## src/rtl/regfile_wb_sched_pkg.sv

```systemverilog
// Shared types for the register-file write-back scheduler.
// Ports: none (package only).
// Holds default widths and the write-back request record.
package regfile_wb_pkg;

  localparam int XLEN = 64;
  localparam int AW   = 5;
  localparam int NREQ = 4;

  typedef logic [AW-1:0] reg_idx_t;

  typedef struct packed {
    logic            fp;
    reg_idx_t        addr;
    logic [XLEN-1:0] data;
  } wb_req_t;

endpackage

```

## src/rtl/regfile_wb_sched_rr_arbiter.sv

```systemverilog
// Combinational round-robin arbiter: first request at or after ptr wins.
// Ports: req/en/ptr in; one-hot gnt and binary gnt_idx out. Zero latency.
// No grant at all while en=0; gnt only ever covers a requesting input.
module rr_arbiter
  import regfile_wb_pkg::*;
#(
  parameter int N = 4
) (
  input  logic [N-1:0]         req,
  input  logic                 en,
  input  logic [$clog2(N)-1:0] ptr,
  output logic [N-1:0]         gnt,
  output logic [$clog2(N)-1:0] gnt_idx
);

  localparam int IW = $clog2(N);

  // Scan from the farthest position back to ptr so the request closest to
  // ptr (in wrap-around order) is the last one written and therefore wins.
  always_comb begin
    gnt     = '0;
    gnt_idx = '0;
    for (int k = N - 1; k >= 0; k--) begin
      if (en && req[(int'(ptr) + k) % N]) begin
        gnt                         = '0;
        gnt[(int'(ptr) + k) % N]    = 1'b1;
        gnt_idx                     = IW'((int'(ptr) + k) % N);
      end
    end
  end

endmodule

```

## src/rtl/regfile_wb_sched.sv

```systemverilog
// Write-back scheduler: round-robin grant of NREQ result streams onto the
// single int/FP regfile write port, registered write, busy scoreboards.
// Ports: req_* (valid/ready per requester), wb_stall, wr_* (registered
// write, 1-cycle latency), iss_* (destination issue), busy_int/busy_fp.
module regfile_wb_sched
  import regfile_wb_pkg::*;
#(
  parameter int NREQ = regfile_wb_pkg::NREQ,
  parameter int XLEN = regfile_wb_pkg::XLEN,
  parameter int AW   = regfile_wb_pkg::AW
) (
  input  logic                 clk,
  input  logic                 rst,
  input  logic [NREQ-1:0]      req_valid,
  output logic [NREQ-1:0]      req_ready,
  input  logic [NREQ*AW-1:0]   req_addr,
  input  logic [NREQ-1:0]      req_fp,
  input  logic [NREQ*XLEN-1:0] req_data,
  input  logic                 wb_stall,
  output logic                 wr_en,
  output logic                 wr_fp,
  output logic [AW-1:0]        wr_addr,
  output logic [XLEN-1:0]      wr_data,
  input  logic                 iss_valid,
  input  logic                 iss_fp,
  input  logic [AW-1:0]        iss_addr,
  output logic [31:0]          busy_int,
  output logic [31:0]          busy_fp
);

  localparam int PW = $clog2(NREQ);

  logic [PW-1:0]   ptr_q, ptr_d, gnt_idx;
  logic [NREQ-1:0] gnt;
  logic            xfer;
  logic            win_fp, win_x0;
  logic [AW-1:0]   win_addr;
  logic [XLEN-1:0] win_data;
  logic            wr_en_q, wr_fp_q;
  logic [AW-1:0]   wr_addr_q;
  logic [XLEN-1:0] wr_data_q;
  logic [31:0]     busy_int_q, busy_int_d, busy_fp_q, busy_fp_d;

  // Grants are masked during reset as well as stall so nothing is accepted
  // (and lost) while the state is being cleared.
  rr_arbiter #(.N(NREQ)) u_arb (
    .req     (req_valid),
    .en      (~wb_stall & ~rst),
    .ptr     (ptr_q),
    .gnt     (gnt),
    .gnt_idx (gnt_idx)
  );

  assign req_ready = gnt;
  assign xfer      = |gnt;
  assign win_fp    = req_fp[gnt_idx];
  assign win_addr  = req_addr[gnt_idx*AW +: AW];
  assign win_data  = req_data[gnt_idx*XLEN +: XLEN];
  // x0 writes are consumed but never reach the regfile.
  assign win_x0    = ~win_fp & (win_addr == '0);

  always_comb begin
    ptr_d = ptr_q;
    if (xfer) begin
      ptr_d = (gnt_idx == PW'(NREQ - 1)) ? '0 : gnt_idx + 1'b1;
    end
  end

  // Clear first, then set, so an issue to the same register in the cycle
  // its previous result retires keeps the bit busy.
  always_comb begin
    busy_int_d = busy_int_q;
    busy_fp_d  = busy_fp_q;
    if (xfer) begin
      if (win_fp) busy_fp_d[win_addr]  = 1'b0;
      else        busy_int_d[win_addr] = 1'b0;
    end
    if (iss_valid) begin
      if (iss_fp) busy_fp_d[iss_addr]  = 1'b1;
      else        busy_int_d[iss_addr] = 1'b1;
    end
    busy_int_d[0] = 1'b0;
  end

  always_ff @(posedge clk or posedge rst) begin
    if (rst) begin
      ptr_q      <= '0;
      wr_en_q    <= 1'b0;
      wr_fp_q    <= 1'b0;
      wr_addr_q  <= '0;
      wr_data_q  <= '0;
      busy_int_q <= '0;
      busy_fp_q  <= '0;
    end else begin
      ptr_q      <= ptr_d;
      busy_int_q <= busy_int_d;
      busy_fp_q  <= busy_fp_d;
      wr_en_q    <= xfer & ~win_x0;
      // wr_fp/addr/data keep their last real write when no write is issued.
      if (xfer && !win_x0) begin
        wr_fp_q   <= win_fp;
        wr_addr_q <= win_addr;
        wr_data_q <= win_data;
      end
    end
  end

  assign wr_en    = wr_en_q;
  assign wr_fp    = wr_fp_q;
  assign wr_addr  = wr_addr_q;
  assign wr_data  = wr_data_q;
  assign busy_int = busy_int_q;
  assign busy_fp  = busy_fp_q;

endmodule

```

## config.mk

```make
export PLATFORM = sky130hd
export DESIGN_NAME = regfile_wb_sched
export DESIGN_NICKNAME = d
export VERILOG_FILES = /design/src/rtl/regfile_wb_sched_pkg.sv /design/src/rtl/regfile_wb_sched_rr_arbiter.sv /design/src/rtl/regfile_wb_sched.sv
export SDC_FILE = /design/constraint.sdc
export NUM_CORES = 1
export LEC_CHECK = 0
export CAP_MARGIN = 20
export CORE_AREA = 2 2 171 173
export CTS_CLUSTER_DIAMETER = 40
export DETAILED_ROUTE_END_ITERATION = 10
export DIE_AREA = 0 0 173 175
export PLACE_DENSITY = 0.69
export SLEW_MARGIN = 40
export SYNTH_ARGS = -nofsm -noshare
export SYNTH_HDL_FRONTEND = slang
export SYNTH_SLANG_ARGS = --single-unit
```

## constraint.sdc

```tcl
create_clock -name clk -period 7.3 [get_ports clk]
set_clock_uncertainty 0.1 [all_clocks]
set_input_delay 1.46 -clock clk [delete_from_list [all_inputs] [get_ports clk]]
set_output_delay 1.46 -clock clk [all_outputs]
set_load 0.01 [all_outputs]
```

==> impl_summary.md <==
Yosys
In the post-synthesis netlist, the biggest area contributors are dfrtp_1, nand2_1, mux2_4, a31oi_1, and3_1. The count of warnings emitted by yosys is 0. The async set or reset register ratio after synthesis is 100%. The fraction of the mapped netlist area in compound gates is 18.6%. The share of synthesized area in the top cell type comes to 38.6%. The synthesized design contains 136 register bits. The mean instance size in the synthesized netlist is 8.49 sq um. The library cell occupying the most area in the post-synthesis netlist is dfrtp_1. Yosys mapped a number of flops with a built-in enable equal to 0.

By area, the combinational part of the netlist is dominated by simple AND/OR/NAND/NOR gates. The fraction of synthesized cell area in xor and xnor cells is less than 1%. The synthesized cell area is 8820 sq um. The cell count after synthesis is between 1000 and 1500.

The share of synthesized cell area in full adder, half adder and majority cells is under 10%. The synthesized netlist devotes ~22% of its cell area to simple gates. After synthesis, flip-flops and latches occupy between 30% and 40% of the total area. Counting every net in the synthesized netlist gives 1341.

For this run, the leading register cell type out of synthesis is dfrtp_1. The count of cell types in the netlist is 49. The portion of netlist area occupied by mux cells is between 10% and 20%.

Worst setup path
By startpoint and endpoint, the worst setup path is classified as in2out. On the critical path, the stage with the largest delay is an instance of clkdlybuf4s50_1. Traced cell by cell, the critical path runs through clkdlybuf4s50_1 -> nor3b_1 -> a22oi_1 -> clkbuf_2 -> nor2_1 -> a41oi_1 -> clkdlybuf4s50_1. In this run the register-to-register setup slack is 2.33 ns. The maximum fanout count along the critical path is 9. The end of the worst register-to-register path is wr_data[11]. The library cell appearing most often on the critical path is clkdlybuf4s50_1. The maximum single-stage delay on the critical path is 0.69 ns.

The critical register-to-register path startpoint is ptr_q[0]. The worst setup path is launched from an input pin. The path depth of the worst reg2reg path is 12. Among cell families on the critical path, the largest total delay comes from buffers and inverters. The worst endpoint required time is around 5.7 ns. Data on the critical path arrives at its endpoint at 3.97 ns. The combined buffer and inverter count along the critical path is 3. STA classifies the critical path endpoint as an output pin.

Min path
The path category of the worst min-delay check is reg2reg. The hold-critical path endpoint is wr_data[36]. Counting instances, the worst hold path has a depth of 1. The source of the worst hold timing path is wr_data[36].

Timing
The max-slew violation total from the final report is 0. The remaining max-slew budget at the tightest pin is between 40% and 50%. The final cycle utilization of the critical path is 75.7%. The final critical-path required period is ~5.5 ns. The number of endpoints failing setup at the final stage is 0. The final worst-path setup slack is between 1.5 and 2 ns. The number of hold-slack violations in the final timing report is 0. Based on the critical path, the design can be clocked at up to 0.181 GHz. Setup repair after global routing left no endpoint under its margin.

For the pin with the worst max-slew slack, the measured transition is around 0.78 ns. Adding up every negative setup slack in the final design gives 0 ns.

Clock tree
The number of clock sinks is roughly 140. Once the clock tree was built, the setup fixing pass inserted 0 buffers. At the later pin of the worst-skew pair, clock insertion delay measures approximately 0.42 ns. The number of buffers on the longest clock path is 2. The register clock-pin slew on the reported worst setup and hold paths is approximately 0.070 ns. The buffer cell driving the clock tree root is clkbuf_16.

TritonCTS built the clock tree. TritonCTS created 17 clock buffers. The number of buffers added to fix hold violations after cts is 0. The number of gates resized after CTS was 0. The H-tree depth is 4.

Detailed routing
For this block, the routed nets add up to roughly 36000 um of wire. The number of design rule violations left after detail routing is 0. Using the TritonRoute via totals, the vias-per-cell ratio works out to approximately 5.2. The detail route stage leaves a number of antenna-violating nets equal to 0.

In this run, the number of DRC markers left after iteration 0 of detailed routing was just under 800. The routed via count is 9571. Dividing the detail-routed wire length by the instance count gives between 15 and 20 um. The pre-antenna-repair detailed-routing pass consisted of 6 iterations.

Layout
Counting the fill cells in the layout gives ~2700. In the final layout, the share of cells above drive strength 1 is between 10% and 20%. The net count of the finished layout is approximately 1700. The layout overhead on the synthesized area is 59.4%.

Power and ir drop
The power per standard cell area is between 400 and 500 nW/um^2. The highest ir drop seen on vdd is between 0.0002 and 0.00025 V. The leakage power of the design is roughly 6 nW.

GRT
The total track usage is 22.8%. The global route total overflow is 0. Entering global routing, the biggest net connects ~130 pins.

The first global-routing pass estimated between 50000 and 60000 um of wire. The initial antenna violation count was 4. The via count of the first global-routing pass is between 9000 and 10000.

Placement
Buffers placed on the I/O ports in this run total 431. The setup slack after placement is around 1.3 ns. The weighted congestion at the end of routability-driven global placement is around 0.90. The detailed placement HPWL is about 27000 um.

Die
The die covers ~30000 sq um. The horizontal extent of the die is 173 um. After floorplanning, the core was sized to cover roughly 28000 sq um.

The number of placement rows is just over 60. Once the floorplan was initialized, standard cells occupied between 30 and 40% of the core. The count of boundary I/O pins is around 430. The vertical die dimension is roughly 180 um.

Job
The max capacitance violation total is 0.

Status
The flow ran to the end, and the final reports show no timing, DRC or antenna violations.
where the power goes:
group | switching (mW) | total (mW) | internal (mW) | leakage, nW
registers | 0.257 | 1.38 | 1.13 | 1.60
clock network | 0.387 | 0.836 | 0.449 | 0.273
logic | 1.77 | 3.70 | 1.93 | 4.29
final cells by class:
cell class / count / area [sq um] / area share [%]
Timing Repair Buffer: 457 / 4520 / 32.1
Clock inverter: 15 / 131 / 0.934
Clock buffer: 17 / 425 / 3.02
Tap cell: 384 / 480 / 3.42
Antenna cell: 4 / 10.0 / 0.0712
Inverter: 24 / 97.6 / 0.694
Sequential cell: 136 / 3400 / 24.2
Multi-Input combinational cell: 792 / 5000 / 35.5
state kept, by name, indices dropped and copies added (netlist names):
register and count:
busy_fp 32, busy_int 31, ptr_q 2, wr_addr 5
wr_data 64, wr_en 1, wr_fp 1
cell usage after synthesis, types with 9 or more instances:
| library cell | instances |
|---|---|
| nor4_1 | 10 |
| a41oi_1 | 12 |
| o211ai_1 | 15 |
| clkbuf_1 | 69 |
| dfrtp_1 | 136 |
| and3_1 | 65 |
| inv_1 | 24 |
| a21oi_1 | 79 |
| nor2_1 | 22 |
| a31oi_1 | 106 |
| nand2_1 | 304 |
| buf_6 | 9 |
| mux2_4 | 66 |
| mux2i_1 | 15 |
metrics by stage:
stage | hold slack, ns | cells | area, sq um | util [%] | power, mW
after global routing | 0.424 | 1828 | 14100 | 49.5 | 6.25
final | 0.410 | 1829 | 14100 | 49.5 | 5.92
after CTS | 0.412 | 1824 | 14000 | 49.5 | 5.95
after detailed placement | 0.393 | 1792 | 13500 | 47.5 | 5.09
after global placement | 0.399 | 1792 | 13500 | 47.4 | 5.01
after floorplan | 0.447 | 1039 | 8820 | - | 3.65
placed cells by master (no fill, tap or decap), types with 17 or more instances in the layout:
master	synthesis	layout
mux2_4	66	67
clkbuf_16	0	17
clkdlybuf4s50_1	0	431
nand2_1	304	304
inv_1	24	23
buf_4	2	24
and3_1	65	65
a21oi_1	79	79
a31oi_1	106	106
dfrtp_1	136	135
logic make-up (layout without fill, tap and decap cells):
group,Yosys count,count (layout)
multiplexers,87,87
other,1,5
AO/OA/AOI/OAI,254,254
XOR/XNOR,1,1
flip-flops,136,136
adder cells (fa/ha/maj),8,8
buffers and inverters,111,513
AND/OR/NAND/NOR,441,441
worst max path at each step:
stage / start / end / depth (start not counted)
after CTS: ptr_q[0] / req_ready[0] / 7
after global placement: req_valid[3] / wr_data[20] / 11
after detailed placement: rst / wr_data[8] / 11
final: rst / req_ready[0] / 7
after global routing: rst / req_ready[3] / 6
after floorplan: rst / busy_fp[0] / 1
worst reg2reg max path, stage by stage, from the launching register on:
cell and delay (ns):
dfrtp_2 0.66, inv_1 0.30, ha_1 0.44, or3_1 0.46, a2bb2oi_2 0.19, a21boi_1 0.19, buf_4 0.21, mux2_4 0.25
mux4_2 0.67, nor3_4 0.41, a41oi_4 0.18, buf_4 0.35, mux2_4 0.42
routing by layer:
| metal | up-vias | GRT usage [%] | share of wire [%] | wire (um) |
|---|---|---|---|---|
| li1 | 4493 | - | - | - |
| met1 | 4550 | 27.7 | 40 | 14300 |
| met2 | 471 | 38.2 | 48 | 17300 |
| met3 | 57 | 6.38 | 8.5 | 3050 |
| met4 | 0 | 9.57 | 3.6 | 1300 |
| met5 | - | 0 | 0 | 0 |
Note: power is estimated with default switching activity, not from simulation.
==> patch 1 (config.mk and constraints unchanged) <==
Change the package constant `XLEN` from 64 to 60.
--- a/src/rtl/regfile_wb_sched_pkg.sv
+++ b/src/rtl/regfile_wb_sched_pkg.sv
@@ -5,3 +5,3 @@
 
-  localparam int XLEN = 64;
+  localparam int XLEN = 60;
   localparam int AW   = 5;
Interface: changed (resized req_data and wr_data); port bits go from 433 to 413. The function was not compared with the original's and may differ.
==> patch 1 against the unedited design <==
Synthesized area down 4.7%; routed wire length down 5.5%; worst setup slack worse by 0.089 ns; count of clock-buffer cells in the layout rose by 2; core utilization shrank 1.8 points; final area shrank 3.6%; fmax shrank 1.6%; total power down 3.9%; register-to-register slack lost 0.32 ns; sequential cell count is 4 lower; non-clock buffer count is 23 lower; critical path type is now reg2out.
==> patch 1: results (changes against the unedited design) <==
SYNTHESIS
----------------------------------------------------------------------------------
Ranking of synthesized cells by instance count ...................... nand2_1, dfrtp_1, a31oi_1
Leading post-synthesis cells by cell area ........................... dfrtp_1, nand2_1, a31oi_1, mux2_4, and3_1
Number of nets in the synthesized netlist ...........................         1303   -2.8%
Proportion of synthesized chip area in sequential cells .............        39.3%   +0.72 points

GLOBAL ROUTE
----------------------------------------------------------------------------------
Number of global-route vias before repair ...........................         8872   -3.1%
Wire length of the first global-routing pass ........................     50500 µm   -6.5%

CELLS AND AREA
----------------------------------------------------------------------------------
Final-stage net count ...............................................         1678   -3.0%
Flip-flop count of the largest register, all copies and words added .           60   -6.3%
Fill cells ..........................................................         2745   +2.5%

WORST HOLD PATH
----------------------------------------------------------------------------------
Worst min-delay path startpoint .....................................  wr_data[38]
Worst Hold Path EP ..................................................  wr_data[38]

CRITICAL PATH
----------------------------------------------------------------------------------
R2R setup slack .....................................................      2.01 ns   -0.32 ns
Slowest-stage cell, CP ..............................................      dfrtp_1
Data arrival, critical path .........................................      4.06 ns   +0.09 ns
Maximum fanout encountered on the critical timing path ..............           24   +15
Reg2reg path depth ..................................................           11   -1
Biggest cell delay along the critical path ..........................      0.90 ns   +0.21 ns
Capture instance of the worst register-to-register path .............  wr_data[43]

OUTCOME
----------------------------------------------------------------------------------
Status .............................................................. complete, no violations

ROUTING
----------------------------------------------------------------------------------
Routed len/inst .....................................................      18.9 µm   -3.6%
Drt first-iter violations ...........................................          669   -13%
DRT Pass-1 Iters ....................................................            8   +2

PLACE
----------------------------------------------------------------------------------
GP Congestion .......................................................        0.926   +2.6%
DP HPWL .............................................................     25400 µm   -4.8%

TIMING
----------------------------------------------------------------------------------
Worst Tran Pin Value ................................................     0.847 ns   +0.0648 ns

POWER AND IR DROP
----------------------------------------------------------------------------------
Largest voltage drop on the vdd net .................................   0.000280 V   +31%
Static Leakage ......................................................      5.82 nW   -5.5%

CLOCKING
----------------------------------------------------------------------------------
Clock latency on the worst-skew pair ................................      0.41 ns

[patch 1: where the power goes]
part           internal, W  leakage, nW  total, W  switching (W)
Clock             0.000535        0.301  0.000912       0.000378
Combinational      0.00175         3.97   0.00344        0.00169
Sequential         0.00109         1.55   0.00133       0.000243
[patch 1: area by class of cell]
cell class              count  share of cell area, %
inverters                  24                  0.720
clock buffers              19                   3.34
diodes                      3                 0.0554
well taps                 384                   3.54
flip-flops and latches    132                   24.4
multi-input cells         783                   35.1
repair buffers            434                   31.7
clock inverters            13                   1.20
[patch 1: per-stage QoR]
step	power, W	std cells	util, %	area, µm²
after floorplan	0.00336	1017	-	8410
after global placement	0.00471	1757	45.4	12900
after detailed placement	0.00479	1757	45.5	12900
after CTS	0.00572	1789	47.7	13500
after global routing	0.00601	1792	47.8	13600
final	0.00569	1792	47.8	13600
[patch 1: cell families (layout without fill, tap and decap cells)]
logic type	count (synthesis)	in the layout	synth area share [%]
other cells	1	4	0.0446
flops	132	132	39.3
compound gates	240	240	18.1
fa+ha+maj	8	8	1.19
simple gates	449	449	23.3
mux	84	84	12.7
xor+xnor	1	1	0.104
buf+inv	102	490	5.27
[patch 1: how the worst max path moves through the flow]
| stage | from | endpoint | slack [ns] | depth (start not counted) |
|---|---|---|---|---|
| after CTS | ptr_q[0] | req_ready[2] | 1.79 | 7 |
| after floorplan | rst | busy_fp[0] | 2.21 | 1 |
| final | ptr_q[0] | req_ready[2] | 1.68 | 7 |
| after global routing | ptr_q[0] | req_ready[0] | 1.57 | 7 |
| after global placement | rst | wr_data[47] | 1.48 | 11 |
| after detailed placement | rst | wr_data[40] | 1.56 | 11 |
[patch 1: routing by layer]
layer / wire, µm / GRT usage (%)
met3: 2460 / 5.22
met4: 1530 / 11.5
met2: 16800 / 37.1
met1: 13100 / 24.4
met5: 13 / 0
[patch 1: worst register-to-register path, delay by kind of cell, from the launching register on]
| kind | cells | cell delay, ns |
|---|---|---|
| multiplexers | 3 | 1.43 |
| flip-flops | 1 | 0.90 |
| AND/OR/NAND/NOR | 2 | 0.57 |
| adder cells (fa/ha/maj) | 1 | 0.48 |
| buffers and inverters | 2 | 0.98 |
| AO/OA/AOI/OAI | 3 | 0.74 |
==> patch 2 (same flow settings) <==
Without the edit above. Reset style: synchronous (`rst`), changed in one clocked block.
--- a/src/rtl/regfile_wb_sched.sv
+++ b/src/rtl/regfile_wb_sched.sv
@@ -84,3 +84,3 @@
 
-  always_ff @(posedge clk or posedge rst) begin
+  always_ff @(posedge clk) begin
     if (rst) begin
Function: changed (Yosys sat finds a counterexample within 4 cycles, from zero or initial values and one cycle with rst high; the reset may be asserted at any time).
==> patch 2 against the unedited design <==
Sequential power fell by 22%; synthesized area shrank 4.7%; worst setup slack worse by 0.029 ns; sequential cell count stayed put; core utilization down 1.6 points; global-route usage is 0.20 points higher; clock power is 13% higher; first-iteration DRC count grew 22%; routed wire length grew 3.1%; total power down 22%; final area down 3.3%.
==> patch 2: results (changes against the unedited design) <==
CLOCKING
---------------------------------------------------------------------------------
Buffers inserted by post-CTS timing repair .........................            0   unchanged
Clock latency on the worst-skew pair ...............................      0.42 ns   about the same
Cell at the root of the clock tree .................................    clkbuf_16
CTS Buffer Depth ...................................................            2   unchanged
Clock slew seen by the registers of the worst setup and hold paths .      0.07 ns   about the same
Max H-tree Level ...................................................            4   unchanged

GLOBAL ROUTE
---------------------------------------------------------------------------------
Number of global-route vias before repair ..........................         9274   +1.3%
Number of antenna violations at the first check in global routing ..            3   -1
Maximum number of pins on one net before global-route repair .......           81   -38%
Total GRT Usage ....................................................        23.0%   +0.20 points
Wire length of the first global-routing pass .......................     54300 µm   +0.43%

SYNTHESIS
---------------------------------------------------------------------------------
Count of unique library cells instantiated by Yosys ................           52   +6.1%
Leading post-synthesis cells by cell area .......................... dfxtp_1, nand2_1, mux2i_1, nand3_1, a21oi_1
Number of nets in the synthesized netlist ..........................         1523   +14%
Number of standard cells after synthesis ...........................         1221   +18%
Proportion of synthesized chip area in sequential cells ............        32.4%   -6.2 points
Warnings from Yosys ................................................            0   unchanged
Ys flop type .......................................................      dfxtp_1
Asr flop ratio synth ...............................................           0%   -100 points
Ranking of synthesized cells by instance count ..................... nand2_1, nand3_1, dfxtp_1

CELLS AND AREA
---------------------------------------------------------------------------------
Multi-input combinational cell area ................................     5310 µm²   +6.2%
Final-stage net count ..............................................         1891   +9.3%
Fin cells ..........................................................         1987   +8.6%
Fill cells .........................................................         2861   +6.9%
Fraction of final layout cells sized beyond drive strength 1 .......        4.99%   -5.8 points

OUTCOME
---------------------------------------------------------------------------------
Status ............................................................. complete, no violations

ROUTING
---------------------------------------------------------------------------------
Drt first-iter violations ..........................................          942   +22%
Routed len/inst ....................................................      18.6 µm   -5.1%
DRT Pass-1 Iters ...................................................            5   -1
Number of vias per cell ............................................         5.16   -1.5%

TIMING
---------------------------------------------------------------------------------
Final setup vio count ..............................................            0   unchanged
Shortest clock period the worst path allows after layout ...........      5.56 ns   +0.0289 ns
Worst slew margin relative to its limit ............................        43.4%   -4.5 points

POWER AND IR DROP
---------------------------------------------------------------------------------
Static Leakage .....................................................      5.37 nW   -13%
Largest voltage drop on the vdd net ................................   0.000242 V   +13%

PLACE
---------------------------------------------------------------------------------
Post-detailed-placement cell area ..................................    13000 µm²   -3.9%
Buffers added on ports .............................................          431   unchanged
DP HPWL ............................................................     27800 µm   +4.3%
Placed cells .......................................................         1954   +9.0%
GP Congestion ......................................................        0.885   -2.0%
DP Worst Slack .....................................................      1.37 ns   +0.0323 ns

CRITICAL PATH
---------------------------------------------------------------------------------
Data arrival, critical path ........................................      5.81 ns   +1.84 ns
Maximum fanout encountered on the critical timing path .............           69   +60
Reg2reg path depth .................................................           11   -1

WORST HOLD PATH
---------------------------------------------------------------------------------
Hold path depth ....................................................            2   +1
Hold crit path type ................................................      reg2reg

## patch 2: worst max-delay path: stages
cell      delay (ns)
buf_2           0.13
buf_4           0.61
or3_1           0.43
o22ai_2         0.23
a211oi_2        0.54
a21o_2          0.59
a211oi_2        0.29
o211ai_2        0.58
o21a_4          0.24
buf_12          0.34
mux2i_1         0.25
## patch 2: logic make-up (layout without fill, tap and decap cells)
family,count (synthesis),count (layout),share of synthesized area (%)
and+or+nand+nor,669,669,33.8
AOI/OAI and AO/OA,221,221,17.3
DFF,136,136,32.4
buffers and inverters,106,487,5.55
muxes,79,79,9.60
adders and majority gates,8,8,1.19
other,1,2,0.0446
xor gates and xnor gates,1,1,0.104
## patch 2: worst paths after layout
check,start,end,slack [ns]
worst max-delay path,rst,wr_data[36],1.74
worst min-delay path,wr_data[8],wr_data[8],0.36
worst max register to register,ptr_q[0],wr_data[36],1.86
worst min register to register,wr_data[8],wr_data[8],0.36
## patch 2: layout make-up
class,count,area share (%)
multi-input cells,979,39.0
flip-flops and latches,136,20.0
repair buffers,443,32.4
clock inverters,14,1.40
well taps,384,3.53
inverters,12,0.331
diodes,1,0.0184
clock buffers,18,3.23
## patch 2: routing by layer
| metal | wire [µm] | vias up | global-route usage (%) |
|---|---|---|---|
| met3 | 2830 | 57 | 5.77 |
| met2 | 18300 | 477 | 40.6 |
| li1 | - | 4962 | - |
| met4 | 1030 | 4 | 7.77 |
| met5 | 27 | - | 0 |
| met1 | 14900 | 4744 | 27.3 |
## patch 2: per-stage QoR
| step | power (W) | hold WS, ns |
|---|---|---|
| after floorplan | 0.00267 | 0.379 |
| after global placement | 0.00363 | 0.342 |
| after detailed placement | 0.00366 | 0.348 |
| after CTS | 0.00462 | 0.358 |
| after global routing | 0.00487 | 0.370 |
| final | 0.00459 | 0.356 |
## patch 2: power by group
group | leakage, nW | internal [W] | switching, W
logic | 3.94 | 0.00112 | 0.00145
clock network | 0.303 | 0.000557 | 0.000385
registers | 1.12 | 0.000960 | 0.000123
